`config.mk`:
```
export PLATFORM = sky130hd
export DESIGN_NAME = lcd_timing_gen_flat
export DESIGN_NICKNAME = d
export VERILOG_FILES = /design/src/rtl/lcd_timing_gen_if.sv /design/src/rtl/lcd_timing_gen.sv /design/src/flat_wrapper.sv
export SDC_FILE = /design/constraint.sdc
export NUM_CORES = 1
export LEC_CHECK = 0
export ABC_AREA = 1
export ABC_CLOCK_PERIOD_IN_PS = 2300
export BUFFER_PORTS_ARGS = -buffer_cell sky130_fd_sc_hd__buf_4
export CAP_MARGIN = 20
export CORE_ASPECT_RATIO = 0.9
export CORE_MARGIN = 1.5
export CORE_UTILIZATION = 45
export DETAILED_ROUTE_END_ITERATION = 8
export PLACE_DENSITY = 0.67
export SYNTH_ARGS = -nofsm -noshare
export SYNTH_HDL_FRONTEND = slang
export SYNTH_SLANG_ARGS = --single-unit
```
`constraint.sdc`:
```
create_clock -name clk_i -period 2.3 [get_ports clk_i]
set_input_delay 0.115 -clock clk_i [delete_from_list [all_inputs] [get_ports clk_i]]
set_output_delay 0.115 -clock clk_i [all_outputs]
set_load 0.05 [all_outputs]
```
`src/rtl/lcd_timing_gen_if.sv`:
```
`default_nettype none
// ============================================================================
//  Module   : lcd_timing_gen_if
//  Purpose  : Bundle of control inputs and timing outputs exchanged between
//             the LCD scan timing generator and the CPU / memory-mapped I/O side.
//  Modports : master - CPU / I/O side: drives ce, lcd_en, ly_clr, lyc,
//                      stat_sel; observes ly, mode, coincidence and the pulses
//             slave  - timing generator: the mirror image of master
//  Revision : 1.0 - initial release
// ============================================================================
interface lcd_timing_gen_if;
    logic       ce;           // dot enable
    logic       lcd_en;       // LCDC bit 7
    logic       ly_clr;       // CPU write strobe to LY
    logic [7:0] lyc;          // LYC register (FF45)
    logic [3:0] stat_sel;     // {lyc, mode2, mode1, mode0} interrupt selects
    logic [7:0] ly;           // current line (FF44)
    logic [1:0] mode;         // FF41[1:0]
    logic       coincidence;  // FF41[2]
    logic       vblank_irq;   // one-cycle pulse at VBlank entry
    logic       stat_irq;     // one-cycle pulse on STAT line rising edge
    logic       frame_start;  // one-cycle pulse on entering ly=0, dot=0

    modport master (
        output ce, lcd_en, ly_clr, lyc, stat_sel,
        input  ly, mode, coincidence, vblank_irq, stat_irq, frame_start
    );

    modport slave (
        input  ce, lcd_en, ly_clr, lyc, stat_sel,
        output ly, mode, coincidence, vblank_irq, stat_irq, frame_start
    );
endinterface : lcd_timing_gen_if
`default_nettype wire

```
`src/rtl/lcd_timing_gen.sv`:
```
`default_nettype none
// ============================================================================
//  Module   : lcd_timing_gen
//  Purpose  : LCD scan timing generator. Dot counter, LY line counter, STAT
//             mode, LYC coincidence, VBlank and STAT interrupt pulses.
//  Ports    : clk_i  - system clock
//             rst_i  - synchronous active-high reset
//             bus    - lcd_timing_gen_if.slave (ce, lcd_en, ly_clr, lyc,
//                      stat_sel in; ly, mode, coincidence, vblank_irq,
//                      stat_irq, frame_start out)
//  Options  : LCD_FAST_VBLANK_EN - when defined, LY wraps from the last line
//             to FAST_WRAP_LINE with no frame_start (simulation speed-up only,
//             never defined for synthesis).
//  Revision : 1.0 - initial release
// ============================================================================
module lcd_timing_gen #(
    parameter int DOTS_PER_LINE  = 456,
    parameter int OAM_DOTS       = 80,
    parameter int XFER_DOTS      = 172,
    parameter int VISIBLE_LINES  = 144,
    parameter int TOTAL_LINES    = 154,
    parameter int DOT_W          = 9,
    parameter int FAST_WRAP_LINE = 140
) (
    input  wire logic          clk_i,
    input  wire logic          rst_i,
    lcd_timing_gen_if.slave    bus
);

    localparam logic [1:0] c_MODE_HBLANK = 2'd0;
    localparam logic [1:0] c_MODE_VBLANK = 2'd1;
    localparam logic [1:0] c_MODE_OAM    = 2'd2;
    localparam logic [1:0] c_MODE_XFER   = 2'd3;

    localparam logic [DOT_W-1:0] c_dot_last = DOT_W'(DOTS_PER_LINE - 1);
    localparam logic [DOT_W-1:0] c_oam_end  = DOT_W'(OAM_DOTS);
    localparam logic [DOT_W-1:0] c_xfer_end = DOT_W'(OAM_DOTS + XFER_DOTS);
    localparam logic [DOT_W-1:0] c_dot_one  = DOT_W'(1);
    localparam logic [7:0]       c_ly_last  = 8'(TOTAL_LINES - 1);
    localparam logic [7:0]       c_ly_vis   = 8'(VISIBLE_LINES);

`ifdef LCD_FAST_VBLANK_EN
    localparam bit c_fast_wrap = 1'b1;
`else
    localparam bit c_fast_wrap = 1'b0;
`endif
    // Line reached after the last line of the frame.
    localparam logic [7:0] c_ly_wrap = c_fast_wrap ? 8'(FAST_WRAP_LINE) : 8'd0;

    logic             on_q,          on_d;
    logic [DOT_W-1:0] dot_q,         dot_d;
    logic [7:0]       ly_q,          ly_d;
    logic [1:0]       mode_q,        mode_d;
    logic             coin_q,        coin_d;
    logic             vblank_q,      vblank_d;
    logic             stat_irq_q,    stat_irq_d;
    logic             frame_start_q, frame_start_d;
    logic             stat_line_q,   stat_line_d;

    // Set on cycles that move the timing state (enable, clear, dot advance);
    // only those may produce a STAT edge.
    logic             w_upd;
    logic             w_stat_line;

    // ------------------------------------------------------------------
    // State register
    // ------------------------------------------------------------------
    always_ff @(posedge clk_i) begin
        if (rst_i) begin
            on_q          <= 1'b0;
            dot_q         <= '0;
            ly_q          <= '0;
            mode_q        <= c_MODE_HBLANK;
            coin_q        <= 1'b0;
            vblank_q      <= 1'b0;
            stat_irq_q    <= 1'b0;
            frame_start_q <= 1'b0;
            stat_line_q   <= 1'b0;
        end else begin
            on_q          <= on_d;
            dot_q         <= dot_d;
            ly_q          <= ly_d;
            mode_q        <= mode_d;
            coin_q        <= coin_d;
            vblank_q      <= vblank_d;
            stat_irq_q    <= stat_irq_d;
            frame_start_q <= frame_start_d;
            stat_line_q   <= stat_line_d;
        end
    end

    // ------------------------------------------------------------------
    // Counter next state: off > clear/enable restart > dot advance
    // ------------------------------------------------------------------
    always_comb begin
        on_d          = bus.lcd_en;
        dot_d         = dot_q;
        ly_d          = ly_q;
        frame_start_d = 1'b0;
        vblank_d      = 1'b0;
        w_upd         = 1'b0;
        if (!bus.lcd_en) begin
            dot_d = '0;
            ly_d  = '0;
        end else if (!on_q || bus.ly_clr) begin
            // First enabled cycle or LY write: restart the frame, no dot step.
            dot_d         = '0;
            ly_d          = '0;
            frame_start_d = 1'b1;
            w_upd         = 1'b1;
        end else if (bus.ce) begin
            w_upd = 1'b1;
            if (dot_q == c_dot_last) begin
                dot_d = '0;
                if (ly_q == c_ly_last) begin
                    ly_d          = c_ly_wrap;
                    frame_start_d = ~c_fast_wrap;
                end else begin
                    ly_d = ly_q + 8'd1;
                end
                vblank_d = (ly_d == c_ly_vis);
            end else begin
                dot_d = dot_q + c_dot_one;
            end
        end
    end

    // ------------------------------------------------------------------
    // Mode, coincidence and STAT line, all from the next-state counters so
    // the registered outputs line up with dot/ly.
    // ------------------------------------------------------------------
    always_comb begin
        if (!bus.lcd_en)              mode_d = c_MODE_HBLANK;
        else if (ly_d >= c_ly_vis)    mode_d = c_MODE_VBLANK;
        else if (dot_d < c_oam_end)   mode_d = c_MODE_OAM;
        else if (dot_d < c_xfer_end)  mode_d = c_MODE_XFER;
        else                          mode_d = c_MODE_HBLANK;

        coin_d = (ly_d == bus.lyc);

        w_stat_line = (bus.stat_sel[0] && (mode_d == c_MODE_HBLANK)) ||
                      (bus.stat_sel[1] && (mode_d == c_MODE_VBLANK)) ||
                      (bus.stat_sel[2] && (mode_d == c_MODE_OAM))    ||
                      (bus.stat_sel[3] && coin_d);

        if (!bus.lcd_en) begin
            stat_line_d = 1'b0;
            stat_irq_d  = 1'b0;
        end else if (w_upd) begin
            // Only a rising edge interrupts; a source taking over while the
            // line is already high is blocked.
            stat_line_d = w_stat_line;
            stat_irq_d  = w_stat_line & ~stat_line_q;
        end else begin
            stat_line_d = stat_line_q;
            stat_irq_d  = 1'b0;
        end
    end

    // ------------------------------------------------------------------
    // Outputs
    // ------------------------------------------------------------------
    assign bus.ly          = ly_q;
    assign bus.mode        = mode_q;
    assign bus.coincidence = coin_q;
    assign bus.vblank_irq  = vblank_q;
    assign bus.stat_irq    = stat_irq_q;
    assign bus.frame_start = frame_start_q;

endmodule : lcd_timing_gen
`default_nettype wire
```
`src/flat_wrapper.sv`:
```
// flat-port wrapper written by rule: the top's interface ports become plain ports
module lcd_timing_gen_flat 
#(
    parameter int DOTS_PER_LINE  = 456,
    parameter int OAM_DOTS       = 80,
    parameter int XFER_DOTS      = 172,
    parameter int VISIBLE_LINES  = 144,
    parameter int TOTAL_LINES    = 154,
    parameter int DOT_W          = 9,
    parameter int FAST_WRAP_LINE = 140
)
  (clk_i, rst_i, bus_ce, bus_lcd_en, bus_ly_clr, bus_lyc, bus_stat_sel, bus_ly, bus_mode, bus_coincidence, bus_vblank_irq, bus_stat_irq, bus_frame_start);
  lcd_timing_gen_if bus_i ();
  input  wire logic clk_i;
  input  wire logic rst_i;
  input wire logic [$bits(bus_i.ce)-1:0] bus_ce;
  input wire logic [$bits(bus_i.lcd_en)-1:0] bus_lcd_en;
  input wire logic [$bits(bus_i.ly_clr)-1:0] bus_ly_clr;
  input wire logic [$bits(bus_i.lyc)-1:0] bus_lyc;
  input wire logic [$bits(bus_i.stat_sel)-1:0] bus_stat_sel;
  output wire logic [$bits(bus_i.ly)-1:0] bus_ly;
  output wire logic [$bits(bus_i.mode)-1:0] bus_mode;
  output wire logic [$bits(bus_i.coincidence)-1:0] bus_coincidence;
  output wire logic [$bits(bus_i.vblank_irq)-1:0] bus_vblank_irq;
  output wire logic [$bits(bus_i.stat_irq)-1:0] bus_stat_irq;
  output wire logic [$bits(bus_i.frame_start)-1:0] bus_frame_start;
  assign bus_i.ce = bus_ce;
  assign bus_i.lcd_en = bus_lcd_en;
  assign bus_i.ly_clr = bus_ly_clr;
  assign bus_i.lyc = bus_lyc;
  assign bus_i.stat_sel = bus_stat_sel;
  assign bus_ly = bus_i.ly;
  assign bus_mode = bus_i.mode;
  assign bus_coincidence = bus_i.coincidence;
  assign bus_vblank_irq = bus_i.vblank_irq;
  assign bus_stat_irq = bus_i.stat_irq;
  assign bus_frame_start = bus_i.frame_start;
  lcd_timing_gen #(.DOTS_PER_LINE(DOTS_PER_LINE), .OAM_DOTS(OAM_DOTS), .XFER_DOTS(XFER_DOTS), .VISIBLE_LINES(VISIBLE_LINES), .TOTAL_LINES(TOTAL_LINES), .DOT_W(DOT_W), .FAST_WRAP_LINE(FAST_WRAP_LINE)) u_core (.clk_i(clk_i), .rst_i(rst_i), .bus(bus_i));
endmodule
```
==> metrics.csv <==
stage,metric,value,unit
grt,first-pass GRT wire length,6420,µm
timing,"Setup violations, final",0,
floorplan,# IOs,31,
critical_path,crit-path leading delay family,simple AND/OR/NAND/NOR gates,
yosys,Post-synth EDFFs,0,
grt,largest net degree at the start of global routing,17,
clock_tree,CTS tree,done,
route,Vias,1679,
layout,FF/Latch Area,502,µm²
yosys,Synth top area share,0.296,
critical_path,WP data required,2520,ps
clock_tree,"CTS clk-pin slew, worst paths",100,ps
worst_hold_path,hold path depth,3,
placed_design,Final GP Congestion,0.850,
critical_path,WP data arrival,2310,ps
floorplan,core region area,0.00348,mm²
clock_tree,CTS buffer count,3,
yosys,Yosys reg bits,25,
timing,Final Max Tran Viols,0,
clock_tree,Root Driver,clkbuf_8,
clock_tree,Max clock buf depth,2,
critical_path,crit-path max cell delay,360,ps
critical_path,r2r setup slk,210,ps
grt,initial antenna violation count,0,
layout,FILL cells,352,
critical_path,critical-path cell list,"ha_2, nand2_2, nor2_4, nand2_2, nor2_4, nand2_1, nand3_2, nand2_1, nand2_1, nand2_1, nor2_1, nand3_1, nand3_2, nand2_2, a21oi_2",
floorplan,Initial Util,0.486,
layout,most frequent cells in the layout,"75 x nand2_1, 49 x nor2_1, 34 x inv_1",
timing,Rel. slew slack,0.824,
placed_design,Post-Place Cells,344,
timing,post-route setup TNS,0,ps
critical_path,worst reg2reg path depth,15,
layout,"commonest non-fill, non-tap cell in the layout",nand2_1,
critical_path,Crit path depth,15,
grt,total track usage,0.206,
layout,Final Instance Area,0.00201,mm²
worst_hold_path,Hold Crit Class,in -> reg,
critical_path,WP buf/inv,0,
route,DRT Pass-1 Iters,4,
route,WL final,3960,µm
floorplan,die height,61.1,µm
clock_tree,CTS Hold Bufs,0,
yosys,Syn Area/Cell,6.21,µm²
timing,Slew @ Worst Pin,261,ps
grt,gr ovfl total,0,
yosys,Synth area leader,dfxtp_1,
layout,Finished Layout Cells,348,
status,status,"finished, final reports clean",
yosys,Post-Synthesis Cells,272,
timing,fmax,478,MHz
layout,layout cells sized above 1,0.237,
layout,Syn-to-layout area delta,19.1,%
yosys,Synth async-reset ratio,0,
layout,ant diodes,0,
critical_path,"most used cell, CP",nand2_1,
critical_path,RR Startpoint,u_core.dot_q[1]$_SDFFE_PP0P_,
yosys,Ys Warns,0,
placed_design,hpwl dp,3190,µm
pwr,Pwr Density,396,mW/mm²
route,# DRC,0,
yosys,sequential cell area fraction in the yosys report,0.296,
grt,vias in the first global route,1424,
critical_path,critical path peak fanout,5,
timing,Final Hold Viols,0,
floorplan,die area,0.00413,mm²
yosys,Yosys cell types,25,
yosys,main flop type after synthesis,dfxtp_1,
pwr,Peak VDD IR,294,µV
yosys,syn nets,292,
critical_path,CP Capture Type,flop,
route,WL/cell,11.4,µm
worst_hold_path,HP Start,bus_ly_clr,
critical_path,reg2reg end,u_core.stat_line_q$_SDFFE_PP0P_,
yosys,top post-synthesis cells by area,"dfxtp_1 30%, nand2_1 17%, nor2_1 11%",
timing,Worst Skew,6.77,ps
placed_design,IO buf count,30,
clock_tree,H-tree depth,1,
worst_hold_path,Hold EP,u_core.bus.frame_start$_SDFF_PP0_,
run,Max Cap Violations,0,
pwr,Leak Pwr,0.921,nW
timing,final period utilization,0.909,
clock_tree,postcts setup bufs,0,
clock_tree,Resized cells post-CTS,0,
placed_design,Area after DPL,0.00195,mm²
critical_path,Startpoint Class,flop,
route,DRT antenna net count,0,
route,Initial DRC Count,95,
yosys,cell area after synthesis,0.00169,mm²
route,Vias/cell,4.82,
critical_path,critical path type,reg -> reg,
floorplan,DIE WIDTH,67.6,µm
timing,unrepaired setup endpoints after global routing,false,
timing,crit path time final,2090,ps
clock_tree,worst skew pair latency,280,ps
layout,nets,325,
floorplan,Site Rows,20,
layout,multi-input logic area,0.00103,mm²
clock_tree,# clock sinks,25,
critical_path,crit path max-delay cell type,dfxtp_1,
==> worst max path at each step <==
stage	startpoint	endpoint	slack (ps)
after floorplan	u_core.bus.ly[0]$_SDFF_PP0_	u_core.stat_line_q$_SDFFE_PP0P_	130
after global routing	u_core.dot_q[1]$_SDFFE_PP0P_	u_core.bus.stat_irq$_SDFF_PP0_	20
after global placement	u_core.dot_q[0]$_SDFFE_PP0P_	u_core.bus.stat_irq$_SDFF_PP0_	230
final	u_core.dot_q[1]$_SDFFE_PP0P_	u_core.stat_line_q$_SDFFE_PP0P_	210
after CTS	u_core.dot_q[0]$_SDFFE_PP0P_	u_core.stat_line_q$_SDFFE_PP0P_	190
after detailed placement	u_core.dot_q[0]$_SDFFE_PP0P_	u_core.stat_line_q$_SDFFE_PP0P_	210
==> stage by stage <==
step           hold slack [ps]  setup slack [ps]  power [W]   util
2_1_floorplan              184               127   0.000498      -
3_3_place_gp               417               229   0.000534  0.562
3_5_place_dp               402               206   0.000533  0.562
4_1_cts                    120               185   0.000811  0.576
5_1_grt                    137              17.9   0.000837  0.579
6_report                   119               210   0.000797  0.579
==> cell usage after synthesis, drive strengths merged, types with 2 or more instances <==
cell type and n:
a21oi 8, clkbuf 2, dfxtp 25, ha 3, inv 38, nand2 86, nand3 31, nand3b 4
nand4 5, nor2 58, nor3 3, o21ai 4, or2 2
==> routing by layer <==
metal / global-route usage / share of wire / up-vias
met1: 0.284 / 0.50 / 733
met2: 0.339 / 0.46 / 29
met5: 0 / 0 / -
met4: 0.0437 / 0.0043 / 0
li1: - / - / 915
met3: 0.0384 / 0.036 / 2
==> registers in the layout, summed over array words and instances (netlist names) <==
signal and count:
u_core.bus.mode 2, u_core.bus.vblank_irq 1, u_core.bus.ly 8, u_core.on_q 1, u_core.bus.stat_irq 1, u_core.dot_q 9, u_core.bus.frame_start 1, u_core.stat_line_q 1
u_core.bus.coincidence 1
==> area by class of cell <==
cell class	instances	share of cell area
Clock buffer	3	0.0205
Inverter	38	0.0709
Sequential cell	25	0.249
Clock inverter	1	0.00373
Tap cell	44	0.0273
Multi-Input combinational cell	206	0.513
Timing Repair Buffer	31	0.116
==> worst register-to-register path, cell delays in order (launching register included) <==
cell	delay, ps
dfxtp_1	360
ha_2	220
nand2_2	120
nor2_4	170
nand2_2	70
nor2_4	160
nand2_1	110
nand3_2	110
nand2_1	60
nand2_1	60
nand2_1	50
nor2_1	180
nand3_1	120
nand3_2	90
nand2_2	60
a21oi_2	100
==> logic make-up (layout without fill, tap and decap cells) <==
group,Yosys count,in the layout,share of synthesized area
XOR/XNOR,1,1,0.00518
AO/OA/AOI/OAI,12,12,0.0400
buffers and inverters,41,73,0.0992
AND/OR/NAND/NOR,190,190,0.537
flip-flops,25,25,0.296
adder cells (fa/ha/maj),3,3,0.0222
==> report_power, final <==
part           internal (W)  switching (W)  leakage, nW  total [W]
logic             0.0000355      0.0000494        0.697  0.0000849
clock network      0.000123       0.000151       0.0217   0.000274
registers          0.000437     0.00000139        0.203   0.000439
total              0.000596       0.000201        0.921   0.000797
Power figures use the tool's default switching activity.
